===== config.mk =====
export PLATFORM = sky130hd
export DESIGN_NAME = vga_pattern_gen
export DESIGN_NICKNAME = d
export VERILOG_FILES = /design/src/rtl/vga_pattern_gen.sv
export SDC_FILE = /design/constraint.sdc
export NUM_CORES = 1
export LEC_CHECK = 0
export ABC_AREA = 1
export BUFFER_PORTS_ARGS = -buffer_cell sky130_fd_sc_hd__buf_2
export CAP_MARGIN = 20
export CORE_AREA = 4 4 113 115
export CTS_CLUSTER_SIZE = 12
export DETAILED_ROUTE_END_ITERATION = 16
export DIE_AREA = 0 0 117 119
export HOLD_SLACK_MARGIN = 0.06
export PLACE_DENSITY = 0.7
export SLEW_MARGIN = 30
export SYNTH_ARGS = -nofsm -noshare
export SYNTH_HDL_FRONTEND = slang
export SYNTH_SLANG_ARGS = --single-unit

===== constraint.sdc =====
create_clock -name clk -period 5.2 [get_ports clk]
set_input_delay 0.52 -clock clk [delete_from_list [all_inputs] [get_ports clk]]
set_output_delay 0.52 -clock clk [all_outputs]
set_load 0.1 [all_outputs]

===== src/rtl/vga_pattern_gen.sv =====
// Parametrised VGA timing generator with four selectable test patterns.
// All outputs are registered; outputs in cycle n+1 describe the (hc, vc) held in cycle n.
module vga_pattern_gen #(
    parameter int unsigned H_ACTIVE   = 640,
    parameter int unsigned H_FP       = 16,
    parameter int unsigned H_SYNC     = 96,
    parameter int unsigned H_BP       = 48,
    parameter int unsigned V_ACTIVE   = 480,
    parameter int unsigned V_FP       = 10,
    parameter int unsigned V_SYNC     = 2,
    parameter int unsigned V_BP       = 33,
    parameter bit          HS_POL     = 1'b0,
    parameter bit          VS_POL     = 1'b0,
    parameter int unsigned COLOR_BITS = 4,
    parameter int unsigned CHECK_LOG2 = 5,
    parameter int unsigned BOX        = 32
) (
    input  logic                  clk,
    input  logic                  rst,
    input  logic [1:0]            mode,
    output logic [COLOR_BITS-1:0] r,
    output logic [COLOR_BITS-1:0] g,
    output logic [COLOR_BITS-1:0] b,
    output logic                  hs,
    output logic                  vs,
    output logic                  de,
    output logic                  frame_start
);

    localparam int unsigned H_TOTAL = H_ACTIVE + H_FP + H_SYNC + H_BP;
    localparam int unsigned V_TOTAL = V_ACTIVE + V_FP + V_SYNC + V_BP;
    localparam int unsigned HW      = $clog2(H_TOTAL);
    localparam int unsigned VW      = $clog2(V_TOTAL);
    localparam int unsigned BAR_W   = H_ACTIVE / 8;
    localparam int unsigned BW      = $clog2(BAR_W + 1);

    logic [HW-1:0] hc_q, hc_d;
    logic [VW-1:0] vc_q, vc_d;
    logic [BW-1:0] bar_pix_q, bar_pix_d;
    logic [2:0]    bar_idx_q, bar_idx_d;
    logic [1:0]    mode_q, cur_mode;
    logic [7:0]    fc_q;
    logic [HW-1:0] bx_q, bx_d;
    logic [VW-1:0] by_q, by_d;
    logic          dx_q, dx_d, dy_q, dy_d;

    logic line_end, at_origin, active, hs_on, vs_on, in_box, chk;
    logic [COLOR_BITS-1:0] pix_r, pix_g, pix_b;

    always_comb begin
        line_end  = (hc_q == HW'(H_TOTAL - 1));
        at_origin = (hc_q == '0) && (vc_q == '0);
        // The new mode already applies to pixel (0,0), so the switch lands on frame_start.
        cur_mode  = at_origin ? mode : mode_q;

        hc_d = line_end ? '0 : hc_q + 1'b1;
        vc_d = vc_q;
        if (line_end) begin
            vc_d = (vc_q == VW'(V_TOTAL - 1)) ? '0 : vc_q + 1'b1;
        end

        bar_pix_d = bar_pix_q + 1'b1;
        bar_idx_d = bar_idx_q;
        if (line_end) begin
            bar_pix_d = '0;
            bar_idx_d = '0;
        end else if (bar_pix_q == BW'(BAR_W - 1)) begin
            bar_pix_d = '0;
            bar_idx_d = bar_idx_q + 1'b1;
        end

        active = (32'(hc_q) < H_ACTIVE) && (32'(vc_q) < V_ACTIVE);
        hs_on  = (32'(hc_q) >= H_ACTIVE + H_FP) && (32'(hc_q) < H_ACTIVE + H_FP + H_SYNC);
        vs_on  = (32'(vc_q) >= V_ACTIVE + V_FP) && (32'(vc_q) < V_ACTIVE + V_FP + V_SYNC);
        in_box = (32'(hc_q) >= 32'(bx_q)) && (32'(hc_q) < 32'(bx_q) + BOX) &&
                 (32'(vc_q) >= 32'(by_q)) && (32'(vc_q) < 32'(by_q) + BOX);
        chk    = 1'((32'(hc_q) ^ 32'(vc_q)) >> CHECK_LOG2);

        unique case (cur_mode)
            2'd0: begin
                pix_r = {COLOR_BITS{~bar_idx_q[1]}};
                pix_g = {COLOR_BITS{~bar_idx_q[2]}};
                pix_b = {COLOR_BITS{~bar_idx_q[0]}};
            end
            2'd1: begin
                pix_r = {COLOR_BITS{chk}};
                pix_g = {COLOR_BITS{chk}};
                pix_b = {COLOR_BITS{chk}};
            end
            2'd2: begin
                pix_r = COLOR_BITS'(32'(hc_q) >> 4);
                pix_g = COLOR_BITS'(32'(vc_q) >> 4);
                pix_b = COLOR_BITS'(fc_q >> (8 - COLOR_BITS));
            end
            default: begin
                pix_r = {COLOR_BITS{in_box}};
                pix_g = {COLOR_BITS{in_box}};
                pix_b = {COLOR_BITS{in_box}};
            end
        endcase

        // Box moves once per frame, on the first blanking line.
        bx_d = bx_q;
        by_d = by_q;
        dx_d = dx_q;
        dy_d = dy_q;
        if ((hc_q == '0) && (32'(vc_q) == V_ACTIVE)) begin
            if (dx_q && (bx_q == HW'(H_ACTIVE - BOX))) begin
                dx_d = 1'b0;
                bx_d = bx_q - 1'b1;
            end else if (!dx_q && (bx_q == '0)) begin
                dx_d = 1'b1;
                bx_d = bx_q + 1'b1;
            end else begin
                bx_d = dx_q ? bx_q + 1'b1 : bx_q - 1'b1;
            end
            if (dy_q && (by_q == VW'(V_ACTIVE - BOX))) begin
                dy_d = 1'b0;
                by_d = by_q - 1'b1;
            end else if (!dy_q && (by_q == '0)) begin
                dy_d = 1'b1;
                by_d = by_q + 1'b1;
            end else begin
                by_d = dy_q ? by_q + 1'b1 : by_q - 1'b1;
            end
        end
    end

    always_ff @(posedge clk) begin
        if (rst) begin
            hc_q        <= '0;
            vc_q        <= '0;
            bar_pix_q   <= '0;
            bar_idx_q   <= '0;
            mode_q      <= '0;
            fc_q        <= '0;
            bx_q        <= '0;
            by_q        <= '0;
            dx_q        <= 1'b1;
            dy_q        <= 1'b1;
            r           <= '0;
            g           <= '0;
            b           <= '0;
            de          <= 1'b0;
            frame_start <= 1'b0;
            hs          <= ~HS_POL;
            vs          <= ~VS_POL;
        end else begin
            hc_q        <= hc_d;
            vc_q        <= vc_d;
            bar_pix_q   <= bar_pix_d;
            bar_idx_q   <= bar_idx_d;
            mode_q      <= cur_mode;
            fc_q        <= at_origin ? fc_q + 8'd1 : fc_q;
            bx_q        <= bx_d;
            by_q        <= by_d;
            dx_q        <= dx_d;
            dy_q        <= dy_d;
            r           <= active ? pix_r : '0;
            g           <= active ? pix_g : '0;
            b           <= active ? pix_b : '0;
            de          <= active;
            frame_start <= at_origin;
            hs          <= hs_on ? HS_POL : ~HS_POL;
            vs          <= vs_on ? VS_POL : ~VS_POL;
        end
    end

endmodule

==> metrics.md, run 1 <==
| Metric | Value |
|---|---|
| Aggregate global-route resource usage | `roughly 17%` |
| RSZ-0062 raised after global routing | `no` |
| Worst R2R Setup Slack | `between 2 and 2.5 ns` |
| Type of the tightest min-delay check | `flop to flop` |
| Achievable clock frequency | `365 MHz` |
| Syn Nets | `around 800` |
| Met1 track utilization from global routing | `a little under a quarter` |
| Peak per-stage delay on the critical path | `between 0.4 and 0.5 ns` |
| Clock slew at the register clock pins of the worst setup and hold paths | `0.06 ns` |
| Syn avg cell area | `approximately 7 µm²` |
| Number of max-slew violations in the final report | `0` |
| Pin count of the biggest net entering global routing | `24` |
| Area of placed instances | `about 5400 µm²` |
| Net count, final | `810` |
| Layout Cell Area excl Fill | `roughly 5700 µm²` |
| Total wire length | `roughly 11 mm` |
| GRT overflow | `0` |
| Post-route clock period utilization | `between 50% and 60%` |
| Cell-by-cell listing of the critical path | `ha_1 -> nand2_1 -> nor2_1 -> xor2_1 -> ha_1 -> and3_1 -> nand4_1 -> nand3_1 -> nor2_1 -> nand3_1 -> nor2_2 -> nor2_1 -> nor2_1` |
| Total I/O pin count | `20` |
| Origin of the worst min-delay path | `bar_idx_q[2]$_SDFFE_PP0P_` |
| Highest-count cells in the layout ignoring fill and taps | `sky130_fd_sc_hd__nand2_1, sky130_fd_sc_hd__nor2_1, sky130_fd_sc_hd__inv_1` |
| Die Wd | `around 120 µm` |
| Clock Skew | `between 0.007 and 0.008 ns` |
| Number of resized instances in the post-cts repair step | `0` |
| Setup bufs post-CTS | `0` |
| Relative contribution of sequential cells to total power | `between 30 and 40%` |
| Synthesized instance count | `747` |
| Kind of end point of the critical path | `flop` |
| Final number of hold-violating endpoints | `0` |
| Power share of the combinational group | `~17%` |
| Int Power | `between 1 and 1.5 mW` |
| Via Count | `4647` |
| Sequential share of the synthesized area | `roughly 30%` |
| Clock latency reported for the late side of the worst-skew pair | `roughly 0.34 ns` |
| Total clock buffers created by CTS | `9` |
| Capture point of the worst path | `g[1]$_SDFF_PP0_` |
| Data required time at the worst endpoint | `between 5 and 6 ns` |
| Average via count per standard cell | `between 5 and 6` |
| Post-Route Utilization | `48.5%` |
| Most Frequent Cell on Critical Path | `sky130_fd_sc_hd__nor2_1` |
| Critical Path Source | `bx_q[5]$_SDFFE_PP0P_` |
| Count of cells along the worst register-to-register path | `13` |
| Share of flip-flops with an asynchronous set or reset | `0%` |
| Proportion of layout cells with a drive suffix above 1 | `about a tenth` |
| TritonCTS clock tree | `built` |
| Category of the critical setup timing path | `flop to flop` |
| Number of enable flip-flop cells after synthesis | `0` |
| Sum Neg Setup Slack | `0 ns` |
| Most frequent standard cell in the layout excluding fill and tap cells | `sky130_fd_sc_hd__nand2_1` |
| Std-Cell Rows | `40` |
| Core Footprint | `around 12000 µm²` |
| Largest vdd supply drop | `roughly 0.00014 V` |
| Clock net sink count | `between 70 and 80` |
| CTS H-Tree Depth | `3` |
| GR Util met3 | `3.86%` |
| Routability congestion estimate | `~0.85` |
| Origin of the critical flop-to-flop path | `bx_q[5]$_SDFFE_PP0P_` |
| Number of antenna violations at the first check in global routing | `0` |
| Busiest layer in global routing | `met2` |
| Synthesized flop and latch total | `78` |
| Total standard cell area after synthesis | `between 5000 and 6000 µm²` |
| Violation count after the first detailed-route iteration | `between 200 and 300` |
| Final setup violation count | `0` |
| Buffer levels on the longest clock path | `2` |
| Crit path DAT | `~3.0 ns` |
| Initial Utilization | `~44%` |
| Post-route minimum period | `roughly 2.7 ns` |
| Layout Area Growth over Synthesis | `9.68%` |
| Number of buffers added to fix hold violations after cts | `0` |
| Most frequently used flop master after synthesis | `sky130_fd_sc_hd__dfxtp_1` |
| Die Outline Area | `13900 µm²` |
| Global-route track usage on met2 | `26.7%` |
| Net switching power of the design | `0.495 mW` |
| Number of antenna diodes | `0` |
| Rel. slew slack | `between 40% and 50%` |
| Cell at the root of the clock tree | `sky130_fd_sc_hd__clkbuf_16` |
| Measured slew at the worst slew-check pin | `0.862 ns` |
| Net Sw Frac | `a little under a third` |
| Global-route wire length before repair | `around 19 mm` |
| Count of max-cap constraint violations | `0` |
| Slowest cell on the critical path | `sky130_fd_sc_hd__dfxtp_1` |
| Port Buf Inserts | `19` |
| Filler cells | `roughly 1200` |
| Status | `finished, final reports clean` |
| WL per Instance | `between 10 and 15 µm` |
| Router iterations before antenna repair | `7` |
| Height of the die | `roughly 120 µm` |
| Worst hold slack | `0.447 ns` |
| Maximum net fanout on the critical path | `12` |
| Number of nets with antenna violations after detailed routing | `0` |
| Ys Warns | `0` |
| Power, Total | `between 1.5 and 2 mW` |
| Critical Path Source Type | `flop` |
| Power density over the cells | `roughly 280 nW/µm²` |
| Pleak | `2.66 nW` |
| Fraction of power consumed by the clock network | `43.2%` |
| Capture instance of the worst register-to-register path | `g[1]$_SDFF_PP0_` |
| Number of global-route vias before repair | `4075` |
| DRC violations left | `0` |
| Count of unique library cells instantiated by Yosys | `42` |
| DP Wirelength | `between 8 and 9 mm` |
## metrics by stage
stage	std cells	setup slack, ns
after floorplan	747	2.99
after CTS	913	2.45
final	913	2.46
after global placement	897	2.51
after global routing	913	2.14
after detailed placement	897	2.48
## synth_stat cells, types with 7 or more instances
cell type / n / area [µm²]
sky130_fd_sc_hd__xor2_1: 30 / 263
sky130_fd_sc_hd__dfxtp_1: 78 / 1560
sky130_fd_sc_hd__o21ai_0: 31 / 155
sky130_fd_sc_hd__nor2_1: 110 / 413
sky130_fd_sc_hd__o211ai_1: 7 / 52.6
sky130_fd_sc_hd__nand3_1: 76 / 380
sky130_fd_sc_hd__a21oi_1: 47 / 235
sky130_fd_sc_hd__xnor2_1: 7 / 61.3
sky130_fd_sc_hd__nand2_1: 115 / 432
sky130_fd_sc_hd__ha_1: 45 / 563
sky130_fd_sc_hd__nor3_1: 17 / 85.1
sky130_fd_sc_hd__inv_2: 9 / 33.8
sky130_fd_sc_hd__inv_1: 85 / 319
sky130_fd_sc_hd__nand4_1: 15 / 93.8
## worst max-delay path, delay by kind of cell, from the launching register on
family / cells / cell delay, ns
simple gates: 10 / 1.44
fa+ha+maj: 2 / 0.55
flops: 1 / 0.49
xor+xnor: 1 / 0.17
## how the worst min path moves through the flow
stage	to	slack [ns]	depth (start not counted)
after global placement	bar_pix_q[0]$_SDFF_PP0_	0.43	1
after CTS	bar_idx_q[2]$_SDFFE_PP0P_	0.45	1
after detailed placement	bar_idx_q[2]$_SDFFE_PP0P_	0.44	1
after floorplan	bar_pix_q[0]$_SDFF_PP0_	0.42	1
after global routing	bar_idx_q[2]$_SDFFE_PP0P_	0.47	1
final	bar_idx_q[2]$_SDFFE_PP0P_	0.45	1
## sequential cells by signal (all words and copies together) (netlist names)
| register | cells |
|---|---|
| b | 4 |
| bar_idx_q | 3 |
| bar_pix_q | 7 |
| bx_q | 10 |
| by_q | 10 |
| de | 1 |
| dx_q | 1 |
| dy_q | 1 |
| fc_q | 8 |
| frame_start | 1 |
| g | 4 |
| hc_q | 10 |
| hs | 1 |
| mode_q | 2 |
| r | 4 |
| vc_q | 10 |
| vs | 1 |
## cell families after synthesis
| kind of cell | Yosys count | synth area share [%] |
|---|---|---|
| XOR/XNOR | 37 | 6.21 |
| flip-flops | 78 | 29.9 |
| buffers and inverters | 113 | 9.04 |
| AO/OA/AOI/OAI | 102 | 10.7 |
| AND/OR/NAND/NOR | 372 | 33.4 |
| adder cells (fa/ha/maj) | 45 | 10.8 |
## power by group through the flow
stage,Combinational [mW],Sequential (mW),Clock [mW]
after floorplan,0.109,0.781,0
after global routing,0.302,0.638,0.734
final,0.279,0.635,0.695
after global placement,0.278,0.648,0
after CTS,0.280,0.634,0.710
after detailed placement,0.278,0.648,0
## metal layers
metal / up-vias / wire, µm
met1: 2034 / 5460
met4: 0 / 112
met5: - / 0
met3: 9 / 601
met2: 118 / 5130
li1: 2486 / -
## area by class of cell
type	count	area (µm²)	share of cell area, %
repair buffers	19	95.1	1.66
inverters	97	367	6.40
flip-flops and latches	78	1560	27.3
clock inverters	6	92.6	1.62
well taps	147	184	3.21
multi-input cells	556	3190	55.7
clock buffers	10	239	4.17
Note: power is estimated with default switching activity, not from simulation.
==> run 2: changes to the inputs <==
PLACE_DENSITY = 0.73   (was 0.7)
clock period = 2.2 ns   (was 5.2 ns; I/O delays follow)
==> run 2 against run 1 <==
Net effect: the flow now finishes with violations (setup timing); cell area rose by 6.3%; critical path type unchanged; setup slack got worse by 2.5 ns; die area stayed put; cell count grew 3.4%; highest routed layer unchanged; fmax grew 23%; hold slack got worse by 0.15 ns; clock power grew 140%; clock skew increased by 0.0016 ns.
==> metrics.md, run 2 (synthesized netlist as in run 1, its figures left out) <==
| Metric | Value |
|---|---|
| Total I/O pin count | `20` |
| GRT overflow | `0` |
| Aggregate global-route resource usage | `17.6%` |
| Critical path buffer and inverter count | `1` |
| Core Footprint | `11800 µm²` |
| Buffer levels on the longest clock path | `2` |
| Count of max-cap constraint violations | `0` |
| Net Sw Frac | `between 30% and 40%` |
| Global-route wire length before repair | `about 20 mm` |
| Port Buf Inserts | `19` |
| Crit path DAT | `approximately 2.5 ns` |
| Slowest cell on the critical path | `sky130_fd_sc_hd__dfxtp_4` |
| Total clock buffers created by CTS | `9` |
| Die Wd | `117 µm` |
| Wire length the detailed router placed on met1 | `approximately 5.7 mm` |
| Maximum net fanout on the critical path | `6` |
| Pin count of the biggest net entering global routing | `20` |
| Highest routing layer actually used | `met4` |
| Router iterations before antenna repair | `4` |
| Violations in the final reports | `setup timing` |
| Highest-count cells in the layout ignoring fill and taps | `sky130_fd_sc_hd__nand2_1, sky130_fd_sc_hd__nor2_1, sky130_fd_sc_hd__inv_1` |
| Post-route clock period utilization | `101%` |
| Number of antenna violations at the first check in global routing | `0` |
| Wire length on met3 | `~530 µm` |
| Metal2 WL | `roughly 5.5 mm` |
| Status | `complete, but fails checks` |
| Number of global-route vias before repair | `approximately 4400` |
| Fraction of power consumed by the clock network | `a little over two fifths` |
| Most frequent standard cell in the layout excluding fill and tap cells | `sky130_fd_sc_hd__nand2_1` |
| Category of the critical setup timing path | `flop to flop` |
| Sum Neg Setup Slack | `-0.121 ns` |
| Largest vdd supply drop | `0.000362 V` |
| Achievable clock frequency | `~450 MHz` |
| Power density over the cells | `634 nW/µm²` |
| Number of antenna diodes | `0` |
| Height of the die | `~120 µm` |
| TritonCTS clock tree | `built` |
| Net count, final | `~840` |
| Power share of the combinational group | `a little under a fifth` |
| Crit. path cell count | `14` |
| Setup WS post-layout | `-0.0270 ns` |
| Post-route minimum period | `between 2 and 2.5 ns` |
| Rel. slew slack | `between 60% and 70%` |
| Critical Path Source Type | `flop` |
| Final number of hold-violating endpoints | `0` |
| Final setup violation count | `7` |
| Data required time at the worst endpoint | `between 2 and 2.5 ns` |
| Peak per-stage delay on the critical path | `0.36 ns` |
| Total wire length | `around 12 mm` |
| Std-Cell Rows | `40` |
| Worst R2R Setup Slack | `-0.03 ns` |
| Number of nets with antenna violations after detailed routing | `0` |
| Net switching power of the design | `~1.2 mW` |
| Routability congestion estimate | `just over 0.9` |
| Layout Area Growth over Synthesis | `16.6%` |
| Cell type group with the largest total delay on the critical path | `simple AND/OR/NAND/NOR gates` |
| Number of max-slew violations in the final report | `0` |
| Clock net sink count | `78` |
| Initial Utilization | `roughly 44%` |
| Capture point of the worst path | `g[0]$_SDFF_PP0_` |
| Type of the tightest min-delay check | `input pin to flop` |
| Clock Skew | `just under 0.009 ns` |
| Capture instance of the worst register-to-register path | `g[0]$_SDFF_PP0_` |
| Clock latency reported for the late side of the worst-skew pair | `between 0.3 and 0.4 ns` |
| CTS H-Tree Depth | `3` |
| Violation count after the first detailed-route iteration | `~300` |
| DP Wirelength | `between 8 and 9 mm` |
| Kind of end point of the critical path | `flop` |
| Origin of the critical flop-to-flop path | `bx_q[5]$_SDFFE_PP0P_` |
| Relative contribution of sequential cells to total power | `just under 40%` |
| Int Power | `2.63 mW` |
| Measured slew at the worst slew-check pin | `about 0.55 ns` |
| RSZ-0062 raised after global routing | `yes` |
| Via Count | `4822` |
| Area of placed instances | `5630 µm²` |
| Pleak | `between 2 and 3 nW` |
| WL per Instance | `approximately 13 µm` |
| Cell at the root of the clock tree | `sky130_fd_sc_hd__clkbuf_16` |
| Layout Cell Area excl Fill | `between 6000 and 7000 µm²` |
| Cell-by-cell listing of the critical path | `ha_4 -> nand2_2 -> nor2_2 -> xor2_1 -> ha_1 -> and3_4 -> nand4_1 -> nand3_2 -> nor2_4 -> nand3_4 -> nor2_4 -> clkbuf_16 -> nor2_1 -> nor2_1` |
| DRC violations left | `0` |
| Proportion of layout cells with a drive suffix above 1 | `roughly 16%` |
| Die Outline Area | `roughly 14000 µm²` |
| Count of cells along the worst register-to-register path | `14` |
| Critical Path Source | `bx_q[5]$_SDFFE_PP0P_` |
| Clock slew at the register clock pins of the worst setup and hold paths | `approximately 0.060 ns` |
| Average via count per standard cell | `between 5 and 6` |
[run 2: changes by cell type in the layout (fill, tap and decap cells not counted), sizes merged]
cell,change
inv,+1
buf,+30
[run 2: area by class of cell]
class / instances / area (µm²)
clock inverters: 7 / 104
well taps: 147 / 184
multi-input cells: 556 / 3280
repair buffers: 50 / 362
flip-flops and latches: 78 / 1570
fillers: 1131 / 5730
clock buffers: 9 / 225
inverters: 97 / 367
[run 2: repair_timing]
action                     in CTS  in global routing
gates resized for setup         4                 19
hold buffers                    0                  0
cloned                          0                  1
setup endpoints to repair      12                 16
pin swaps                       1                  9
setup buffers                   1                  0
[run 2: per-stage QoR]
| stage | setup slack [ns] | instances | total power [mW] | hold WS (ns) | utilization [%] |
|---|---|---|---|---|---|
| after global placement | -0.0286 | 926 | 2.21 | 0.431 | 47.6 |
| after global routing | -0.163 | 944 | 4.00 | 0.336 | 51.5 |
| after floorplan | 0.0767 | 747 | 2.10 | 0.418 | - |
| after CTS | -0.0399 | 943 | 3.88 | 0.288 | 50.6 |
| after detailed placement | -0.111 | 926 | 2.21 | 0.437 | 47.6 |
| final | -0.0270 | 944 | 3.86 | 0.302 | 51.5 |
[run 2: per-layer routing]
layer  vias up  GRT usage, %
met3        14          4.32
met2        90          27.8
met5         -             0
met1      2176          23.4
met4         0          5.45
li1       2542             -
[run 2: worst min path at each step]
stage,cells after the start,endpoint,startpoint
global placement,1,bar_pix_q[0]$_SDFF_PP0_,bar_pix_q[0]$_SDFF_PP0_
floorplan,1,bar_pix_q[0]$_SDFF_PP0_,bar_pix_q[0]$_SDFF_PP0_
global route,2,mode_q[0]$_SDFF_PP0_,rst
CTS,5,mode_q[1]$_SDFF_PP0_,mode[1]
detailed placement,1,bar_pix_q[0]$_SDFF_PP0_,bar_pix_q[0]$_SDFF_PP0_
finish,5,mode_q[1]$_SDFF_PP0_,mode[1]
[run 2: power by group through the flow]
stage	registers, mW	clock network, mW	logic (mW)
2_1_floorplan	1.85	0	0.257
4_1_cts	1.50	1.69	0.686
3_3_place_gp	1.53	0	0.674
6_report	1.50	1.66	0.698
3_5_place_dp	1.53	0	0.678
5_1_grt	1.51	1.74	0.753
[run 2: tightest hold or removal path: stages]
cell	delay [ns]
sky130_fd_sc_hd__buf_2	0.10
sky130_fd_sc_hd__inv_1	0.05
sky130_fd_sc_hd__nand4_1	0.08
sky130_fd_sc_hd__nand2_1	0.08
sky130_fd_sc_hd__nor2_1	0.09
==> run 3: changes to the inputs <==
clock period = 1.8 ns   (was 2.2 ns; I/O delays follow)
==> run 3 against run 2 <==
Net effect: the run still ends with setup timing left; clock power increased by 23%; fmax decreased by 4.0%; hold slack worse by 0.063 ns; flip-flop and latch count unchanged.
==> metrics.md, run 3 (synthesized netlist as in run 1, its figures left out) <==
| Metric | Value |
|---|---|
| Wire length on met3 | `roughly 790 µm` |
| Port Buf Inserts | `19` |
| Highest routing layer actually used | `met4` |
| Achievable clock frequency | `431 MHz` |
| RSZ-0062 raised after global routing | `yes` |
| Highest-count cells in the layout ignoring fill and taps | `sky130_fd_sc_hd__buf_4, sky130_fd_sc_hd__nand2_1, sky130_fd_sc_hd__nor2_1` |
| Critical Path Source Type | `flop` |
| Number of buffers added to fix hold violations after cts | `0` |
| Status | `complete, but fails checks` |
| Clock Skew | `approximately 0.0073 ns` |
| Most frequent standard cell in the layout excluding fill and tap cells | `sky130_fd_sc_hd__buf_4` |
| Rel. slew slack | `about three fifths` |
| Power density over the cells | `636 nW/µm²` |
| Worst hold path depth | `2` |
| Height of the die | `119 µm` |
| Capture instance of the worst register-to-register path | `g[1]$_SDFF_PP0_` |
| Slowest cell on the critical path | `sky130_fd_sc_hd__dfxtp_4` |
| Cell type group with the largest total delay on the critical path | `simple AND/OR/NAND/NOR gates` |
| Post-Route Utilization | `about two thirds` |
| Area of placed instances | `6360 µm²` |
| Critical path buffer and inverter count | `1` |
| Category of the critical setup timing path | `flop to flop` |
| Total wire length | `between 15 and 20 mm` |
| Worst hold slack | `between 0.2 and 0.25 ns` |
| Proportion of layout cells with a drive suffix above 1 | `roughly two fifths` |
| Violation count after the first detailed-route iteration | `~360` |
| Layout Cell Area excl Fill | `~7700 µm²` |
| Aggregate global-route resource usage | `around 19%` |
| Violations in the final reports | `setup timing` |
| Buffer levels on the longest clock path | `2` |
| Area used by multi-input combinational logic | `about 3800 µm²` |
| Post-route minimum period | `around 2.3 ns` |
| Data required time at the worst endpoint | `between 2 and 2.5 ns` |
| Pleak | `3.63 nW` |
| Most Frequent Cell on Critical Path | `sky130_fd_sc_hd__nor2_4` |
| Std-Cell Rows | `40` |
| Measured slew at the worst slew-check pin | `around 0.59 ns` |
| Wire length the detailed router placed on met1 | `about 6.6 mm` |
| Global-route wire length before repair | `22.1 mm` |
| Final setup violation count | `42` |
| Final number of hold-violating endpoints | `0` |
| Number of antenna diodes | `0` |
| Number of max-slew violations in the final report | `0` |
| Total clock buffers created by CTS | `9` |
| Origin of the worst min-delay path | `rst` |
| Layout Area Growth over Synthesis | `47.0%` |
| Die Outline Area | `13900 µm²` |
| Maximum net fanout on the critical path | `6` |
| Routability congestion estimate | `~0.90` |
| Post-route clock period utilization | `129%` |
| Filler cells | `905` |
| Number of nets with antenna violations after detailed routing | `0` |
| CTS H-Tree Depth | `3` |
| Net count, final | `just under 1000` |
| Largest vdd supply drop | `~0.00050 V` |
| Register area | `between 1500 and 2000 µm²` |
| Die Wd | `117 µm` |
| Worst R2R Setup Slack | `-0.52 ns` |
| Via Count | `roughly 5600` |
| GRT overflow | `0` |
| Kind of end point of the critical path | `flop` |
| Clock slew at the register clock pins of the worst setup and hold paths | `0.06 ns` |
| Initial Utilization | `between 40% and 50%` |
| Router iterations before antenna repair | `5` |
| DP Wirelength | `10.0 mm` |
| Cell-by-cell listing of the critical path | `ha_4 -> nand2_4 -> nor2_4 -> xor2_1 -> ha_1 -> a21oi_1 -> nand2_1 -> nand2_1 -> nand3_2 -> nor2_4 -> nand3_2 -> nor2_4 -> buf_12 -> nor2_1 -> nor2_1` |
| Peak per-stage delay on the critical path | `around 0.38 ns` |
| Total I/O pin count | `20` |
| Origin of the critical flop-to-flop path | `bx_q[6]$_SDFFE_PP0P_` |
| Worst Hold Endpoint | `mode_q[1]$_SDFF_PP0_` |
| DRC violations left | `0` |
| Core Footprint | `roughly 12000 µm²` |
| Metal2 WL | `7.64 mm` |
| TritonCTS clock tree | `built` |
| Pin count of the biggest net entering global routing | `24` |
| WL per Instance | `about 14 µm` |
| Sum Neg Setup Slack | `-7.29 ns` |
| Count of cells along the worst register-to-register path | `15` |
| Setup WS post-layout | `-0.519 ns` |
| Number of global-route vias before repair | `a little under 5000` |
| Count of max-cap constraint violations | `0` |
| Crit path DAT | `2.60 ns` |
| Power, Total | `about 4.9 mW` |
| Cell at the root of the clock tree | `sky130_fd_sc_hd__clkbuf_16` |
| Clock net sink count | `between 70 and 80` |
| Number of antenna violations at the first check in global routing | `0` |
| Average via count per standard cell | `approximately 5.3` |
| Type of the tightest min-delay check | `input pin to flop` |
| Clock latency reported for the late side of the worst-skew pair | `between 0.3 and 0.4 ns` |
==> run 3: cell count changes in the layout (fill, tap and decap cells not counted), sizes merged <==
cell | before | now
buf | 49 | 172
clkinv | 2 | 3
clkinvlp | 2 | 1
==> run 3: what timing repair did <==
item / in CTS / in global routing
cloned: 0 / 1
gates resized for setup: 24 / 195
hold endpoints to repair: 0 / 0
pin swaps: 8 / 49
buffers inserted: 2 / 29
setup endpoints to repair: 36 / 68
==> run 3: power breakdown <==
group / total (mW) / internal (mW) / switching (mW)
sequential: 1.83 / 1.80 / 0.0326
combinational: 1.00 / 0.271 / 0.732
clock: 2.04 / 1.24 / 0.807
==> run 3: final cells by class <==
class                           instances  share of cell area [%]
Multi-Input combinational cell        556                    49.0
Timing Repair Buffer                  173                    18.4
Clock inverter                          7                    1.34
Clock buffer                            9                    2.94
Sequential cell                        78                    20.9
Inverter                               97                    5.09
Tap cell                              147                    2.40
==> run 3: how the worst max path moves through the flow <==
stage,start,endpoint,slack (ns),cells past startpoint
after floorplan,bx_q[5]$_SDFFE_PP0P_,g[1]$_SDFF_PP0_,-0.21,14
after CTS,bx_q[6]$_SDFFE_PP0P_,g[1]$_SDFF_PP0_,-0.37,15
final,bx_q[6]$_SDFFE_PP0P_,g[1]$_SDFF_PP0_,-0.52,15
after global placement,bx_q[6]$_SDFFE_PP0P_,g[2]$_SDFF_PP0_,-0.32,14
after detailed placement,bx_q[6]$_SDFFE_PP0P_,b[3]$_SDFF_PP0_,-0.38,15
after global routing,bx_q[6]$_SDFFE_PP0P_,g[3]$_SDFF_PP0_,-0.65,15
==> run 3: stage by stage <==
step	setup WS (ns)	cells
finish	-0.519	1067
global route	-0.649	1067
CTS	-0.374	1037
detailed placement	-0.383	1019
global placement	-0.323	1019
floorplan	-0.208	747
==> run 3: routing by layer <==
layer / vias to the layer above / global-route usage, %
met5: - / 0
met4: 0 / 5.16
met3: 38 / 4.42
met2: 150 / 31.3
met1: 2633 / 26.2
li1: 2813 / -
